[src/rtl/mem_stage.sv]
// Memory-access stage of the 5-stage MIPS pipeline. It issues one word or byte
// access on a single-outstanding-request port and registers the results for WB.
module mem_stage #(
    parameter int TIMEOUT_CYCLES = 64,
    parameter int CNT_W          = 7
) (
    input  logic             clk,
    input  logic             rst,
    input  logic             in_valid,
    input  logic             mem_read,
    input  logic             mem_write,
    input  logic             is_word,
    input  logic [31:0]      ALU_result,
    input  logic [31:0]      store_data,
    input  logic [1:0]       register_src_in,
    input  logic [4:0]       rd_num_in,
    input  logic [31:0]      inst_addr_in,
    input  logic             halted_in,
    output logic             stall,
    output logic             mem_req,
    output logic             mem_we,
    output logic [31:0]      mem_addr,
    output logic [31:0]      mem_wdata,
    output logic [3:0]       mem_byte_en,
    input  logic             mem_ready,
    input  logic [31:0]      mem_rdata,
    output logic             wb_valid,
    output logic [31:0]      ALU_result_out,
    output logic [3:0][7:0]  cache_data_out,
    output logic [1:0]       byte_number,
    output logic             is_word_out,
    output logic [1:0]       register_src,
    output logic [4:0]       rd_num_out,
    output logic [31:0]      inst_addr,
    output logic             halted_out,
    output logic             mem_error
);

    typedef enum logic {S_IDLE, S_WAIT} state_t;

    state_t           state;
    logic [CNT_W-1:0] cnt;

    // Copy of the accepted instruction, so completion does not rely on EX holding it.
    logic [31:0] p_alu, p_iaddr;
    logic        p_word, p_read;
    logic [1:0]  p_src;
    logic [4:0]  p_rd;

    logic        in_wait, is_mem, bad_op, idle_acc, start, done, tmo, retire, abort;
    logic [3:0]  req_be;
    logic [31:0] req_wdata;
    logic [31:0] sel_alu, sel_iaddr;
    logic        sel_word;
    logic [1:0]  sel_src;
    logic [4:0]  sel_rd;

    assign in_wait  = (state == S_WAIT);
    assign is_mem   = mem_read | mem_write;
    assign bad_op   = (mem_read & mem_write) | (is_mem & is_word & (ALU_result[1:0] != 2'b00));
    assign idle_acc = ~in_wait & in_valid;
    assign start    = idle_acc & ~halted_in & is_mem & ~bad_op;
    assign done     = in_wait & mem_ready;
    assign tmo      = in_wait & ~mem_ready & (cnt == CNT_W'(TIMEOUT_CYCLES - 1));
    assign retire   = (idle_acc & ~start) | done | tmo;
    assign abort    = (idle_acc & ~halted_in & bad_op) | tmo;
    assign stall    = start | (in_wait & ~mem_ready & ~tmo);

    assign sel_alu   = in_wait ? p_alu   : ALU_result;
    assign sel_iaddr = in_wait ? p_iaddr : inst_addr_in;
    assign sel_word  = in_wait ? p_word  : is_word;
    assign sel_src   = in_wait ? p_src   : register_src_in;
    assign sel_rd    = in_wait ? p_rd    : rd_num_in;

    // Big-endian lanes: byte offset k lives in lane 3-k.
    for (genvar l = 0; l < 4; l++) begin : g_lane
        assign req_be[l]            = is_word | (ALU_result[1:0] == 2'(3 - l));
        assign req_wdata[8*l +: 8]  = is_word ? store_data[8*l +: 8] : store_data[7:0];
    end

    always_ff @(posedge clk or posedge rst) begin
        if (rst) begin
            state          <= S_IDLE;
            cnt            <= '0;
            mem_req        <= 1'b0;
            mem_we         <= 1'b0;
            mem_addr       <= '0;
            mem_wdata      <= '0;
            mem_byte_en    <= '0;
            wb_valid       <= 1'b0;
            ALU_result_out <= '0;
            cache_data_out <= '0;
            byte_number    <= '0;
            is_word_out    <= 1'b0;
            register_src   <= '0;
            rd_num_out     <= '0;
            inst_addr      <= '0;
            halted_out     <= 1'b0;
            mem_error      <= 1'b0;
            p_alu          <= '0;
            p_iaddr        <= '0;
            p_word         <= 1'b0;
            p_read         <= 1'b0;
            p_src          <= '0;
            p_rd           <= '0;
        end else begin
            wb_valid <= retire;
            if (retire) begin
                ALU_result_out <= sel_alu;
                byte_number    <= sel_alu[1:0];
                is_word_out    <= sel_word;
                register_src   <= sel_src;
                inst_addr      <= sel_iaddr;
                rd_num_out     <= abort ? 5'd0 : sel_rd;
                halted_out     <= abort | (~in_wait & halted_in);
                cache_data_out <= (done & p_read) ? mem_rdata : 32'd0;
            end else begin
                rd_num_out <= '0;
            end
            if (abort) mem_error <= 1'b1;

            if (!in_wait) begin
                if (start) begin
                    state       <= S_WAIT;
                    cnt         <= '0;
                    mem_req     <= 1'b1;
                    mem_we      <= mem_write;
                    mem_addr    <= {ALU_result[31:2], 2'b00};
                    mem_wdata   <= req_wdata;
                    mem_byte_en <= req_be;
                    p_alu       <= ALU_result;
                    p_iaddr     <= inst_addr_in;
                    p_word      <= is_word;
                    p_read      <= mem_read;
                    p_src       <= register_src_in;
                    p_rd        <= rd_num_in;
                end
            end else if (done || tmo) begin
                state   <= S_IDLE;
                mem_req <= 1'b0;
            end else begin
                cnt <= cnt + 1'b1;
            end
        end
    end

endmodule
[config.mk]
export PLATFORM = sky130hd
export DESIGN_NAME = mem_stage
export DESIGN_NICKNAME = d
export VERILOG_FILES = /design/src/rtl/mem_stage.sv
export SDC_FILE = /design/constraint.sdc
export NUM_CORES = 1
export LEC_CHECK = 0
export ABC_CLOCK_PERIOD_IN_PS = 7500
export CAP_MARGIN = 20
export CORE_MARGIN = 3
export CORE_UTILIZATION = 42
export CTS_CLUSTER_DIAMETER = 120
export DETAILED_ROUTE_END_ITERATION = 7
export GPL_TIMING_DRIVEN = 0
export PLACE_DENSITY = 0.74
export SLEW_MARGIN = 20
export SYNTH_ARGS = -nofsm -noshare
export SYNTH_HDL_FRONTEND = slang
export SYNTH_SLANG_ARGS = --single-unit
[constraint.sdc]
create_clock -name clk -period 7.5 [get_ports clk]
set_input_delay 1.125 -clock clk [delete_from_list [all_inputs] [get_ports clk]]
set_output_delay 1.125 -clock clk [all_outputs]
set_load 0.01 [all_outputs]
==> summary.txt <==
STA
  – Tmin final: 4310 ps
  – Hold_ws: 490 ps
  – Final count of pins violating max slew: 0
  – Clock Skew: 21.0 ps
  – Endpoints failing setup: 0
  – Fmax: 232 MHz
  – Tightest Pin Transition: 699 ps
  – Final hold vios: 0
  – RSZ-0062 raised after global routing: false
  – Period utilisation layout: 57.5%
  – Rel. slew slack: 53.4%

GRT
  – First-pass GRT wire length: 39600 um
  – Initial antenna violation count: 1
  – GR Overflow Total: 0
  – GR Util All Layers: 20.0%
  – Largest net degree at the start of global routing: 97
  – Number of global-route vias before repair: 7349

Clock tree
  – CTS Buf Count: 27
  – CTS Buffer Depth: 3
  – Worst-path clk slew: 50 ps
  – CTS tree: yes
  – Clk_lat worst skew: 530 ps
  – CTS root buffer: clkbuf_16
  – Clock tree sinks: 226
  – Post-CTS Setup Bufs: 0
  – Hold Buf Count CTS: 0
  – Post-CTS Resized: 0
  – H-tree Lvls: 1

Critical path
  – R2R Setup Slk: 5090 ps
  – Reg-to-Reg Start: in_wait$_DFF_PP0_
  – Crit. End Element: output port
  – CP required: 6380 ps
  – CP peak stage delay: 580 ps
  – Bufs and invs on worst path: 2
  – Critical path's top delay family: buffers and inverters
  – Worst-path fanout max: 7
  – Crit path kind: in -> out
  – Worst reg2reg path depth: 6
  – Crit path cell chain: clkdlybuf4s50_1 -> nor2b_1 -> o21ai_0 -> o21ai_0 -> clkdlybuf4s50_1
  – Cell with the largest stage delay on the worst path: clkdlybuf4s50_1
  – Worst Path Arrival: 3190 ps
  – R2R Path End: mem_wdata[11]$_DFFE_PP0P_
  – Crit start category: primary input

Synth
  – Cell Area, Synth: 9710 sq um
  – Async SR Flop Fraction: 100%
  – EDFF count, synth: 0
  – Yosys reg bits: 226
  – Mean Syn Cell Area: 13.7 sq um
  – Register area share after synthesis: 58.2%
  – Mapped Cells: 709
  – Synthesis Warnings: 0
  – Top FF cell, synth: dfrtp_1
  – Netlist cell types: 37

Pwr
  – VDD IR max: 199 uV
  – Leak: 6.08 nW
  – Power per standard cell area: 298 nW/um^2
  – Final total power: 4.24 mW

Hold path
  – Min-delay src: mem_error$_DFFE_PP0P_
  – Hold Path Class: reg -> reg
  – Hold Crit Depth: 1
  – Hold endpoint: mem_error$_DFFE_PP0P_

Placement
  – DP Area: 13300 sq um
  – Port Buffers: 320
  – Detailed placement HPWL: 18900 um
  – GP Congestion: 0.866

Cells and area
  – P&R area growth vs syn: 46.7%
  – Fill cells: 1818
  – Number of diodes: 0
  – Final nets: 1205
  – Share of layout cells above drive strength 1: 29.6%
  – Finished Cell Area: 14300 sq um

Die
  – Core area: 22700 sq um
  – Die W: 158 um
  – Rows: 55
  – Starting Density: 42.8%
  – Die area: 25000 sq um
  – Top Ports: 323
  – Die height: 158 um

Drt
  – Vias: 6988
  – Drt total wl: 26200 um
  – Iteration-0 DRC Markers: 245
  – Drt first pass iters: 4
  – Avg WL per Cell: 19.2 um
  – Vias per cell: 5.12
  – DRC viols: 0
  – DRT antenna net count: 0

Status
  – Status: finished clean

Job
  – Max_cap viols: 0
==> through the flow <==
step | setup TNS [ps] | cells | utilization [%] | setup slack [ps]
3_5_place_dp | 0 | 1317 | 58.7 | 3230
6_report | 0 | 1366 | 62.8 | 3190
2_1_floorplan | 0 | 710 | - | 184
4_1_cts | 0 | 1366 | 62.8 | 3210
3_3_place_gp | -672420 | 1315 | 58.5 | -2990
5_1_grt | 0 | 1366 | 62.8 | 3090
==> report_power, final <==
part           total [mW]  switching (mW)  internal [mW]  leakage, nW
registers            1.68           0.167           1.52         2.75
logic                1.24           0.460          0.779         2.87
clock network        1.32           0.496          0.823        0.454
==> how the worst max path moves through the flow <==
stage,startpoint,endpoint,slack [ps],cells past startpoint
2_1_floorplan,rst,ALU_result_out[0]$_DFFE_PP0P_,180,1
3_3_place_gp,rst,mem_wdata[30]$_DFFE_PP0P_,-2990,2
3_5_place_dp,mem_ready,stall,3230,5
4_1_cts,mem_ready,stall,3210,5
5_1_grt,mem_ready,stall,3090,5
6_report,mem_ready,stall,3190,5
==> cell type report <==
type / count / area, sq um / share of cell area (%)
multi-input combinational: 400 / 3570 / 25.0
buffer: 77 / 465 / 3.27
clock buffer: 39 / 781 / 5.48
inverter: 7 / 33.8 / 0.237
clock inverter: 10 / 133 / 0.931
tap: 285 / 357 / 2.50
timing repair buffer: 322 / 3260 / 22.9
sequential: 226 / 5660 / 39.7
==> state kept, by name, indices dropped and copies added (netlist names), 2 cells and up <==
signal	count
p_iaddr	32
p_src	2
register_src	2
p_alu	32
p_rd	5
cache_data_out	32
cnt	7
mem_wdata	32
rd_num_out	5
mem_byte_en	4
inst_addr	32
ALU_result_out	32
==> layer usage <==
layer  GRT usage [%]  vias to the layer above  part of all wire (%)
met5               0                        -                 0.050
met3            7.08                       43                    10
met1            24.7                     3466                    40
li1                -                     3208                     -
met2            33.4                      269                    47
met4            5.65                        2                   2.3
==> placed cells by master (no fill, tap or decap), types with 3 or more instances in the layout <==
master           Yosys  layout
clkbuf_16            0      27
clkdlybuf4s50_1      0     320
buf_2               18      18
nor2_1              35      35
clkbuf_8             0       6
buf_1                4       4
mux2i_1              7       7
nand2b_1             3       3
clkbuf_1            16      22
nor2b_1             10      10
mux2_4               9       9
bufinv_16            0       3
nand2_1              6       6
dfrtp_1            226     226
and3_1               3       3
a21oi_1             60      60
mux2_2             205     205
buf_4               37      37
o21ai_0              4       4
inv_1                6       5
clkinv_2             0       5
a31oi_1              4       4
a22o_1              32      32
==> logic make-up after synthesis <==
| logic type | after synthesis | share of synthesized area [%] |
|---|---|---|
| compound gates | 111 | 7.43 |
| xor+xnor | 1 | 0.0902 |
| fa+ha+maj | 1 | 0.129 |
| buf+inv | 84 | 5.06 |
| flops | 226 | 58.2 |
| mux | 221 | 25.9 |
| other cells | 1 | 0.0386 |
| simple gates | 64 | 3.13 |
==> cells in the mapped netlist (6+ instances only) <==
cell      instances  area share (%)
inv_1             6            0.23
mux2_2          205              24
mux2_4            9             1.4
a21oi_1          60             3.1
a22o_1           32             2.9
clkbuf_1         16            0.62
buf_2            18            0.93
dfrtp_1         226              58
mux2i_1           7            0.72
buf_4            37             2.9
nand2_1           6            0.23
nor2_1           35             1.4
nor2b_1          10            0.64
No activity file was read; power rests on OpenSTA's default activity.
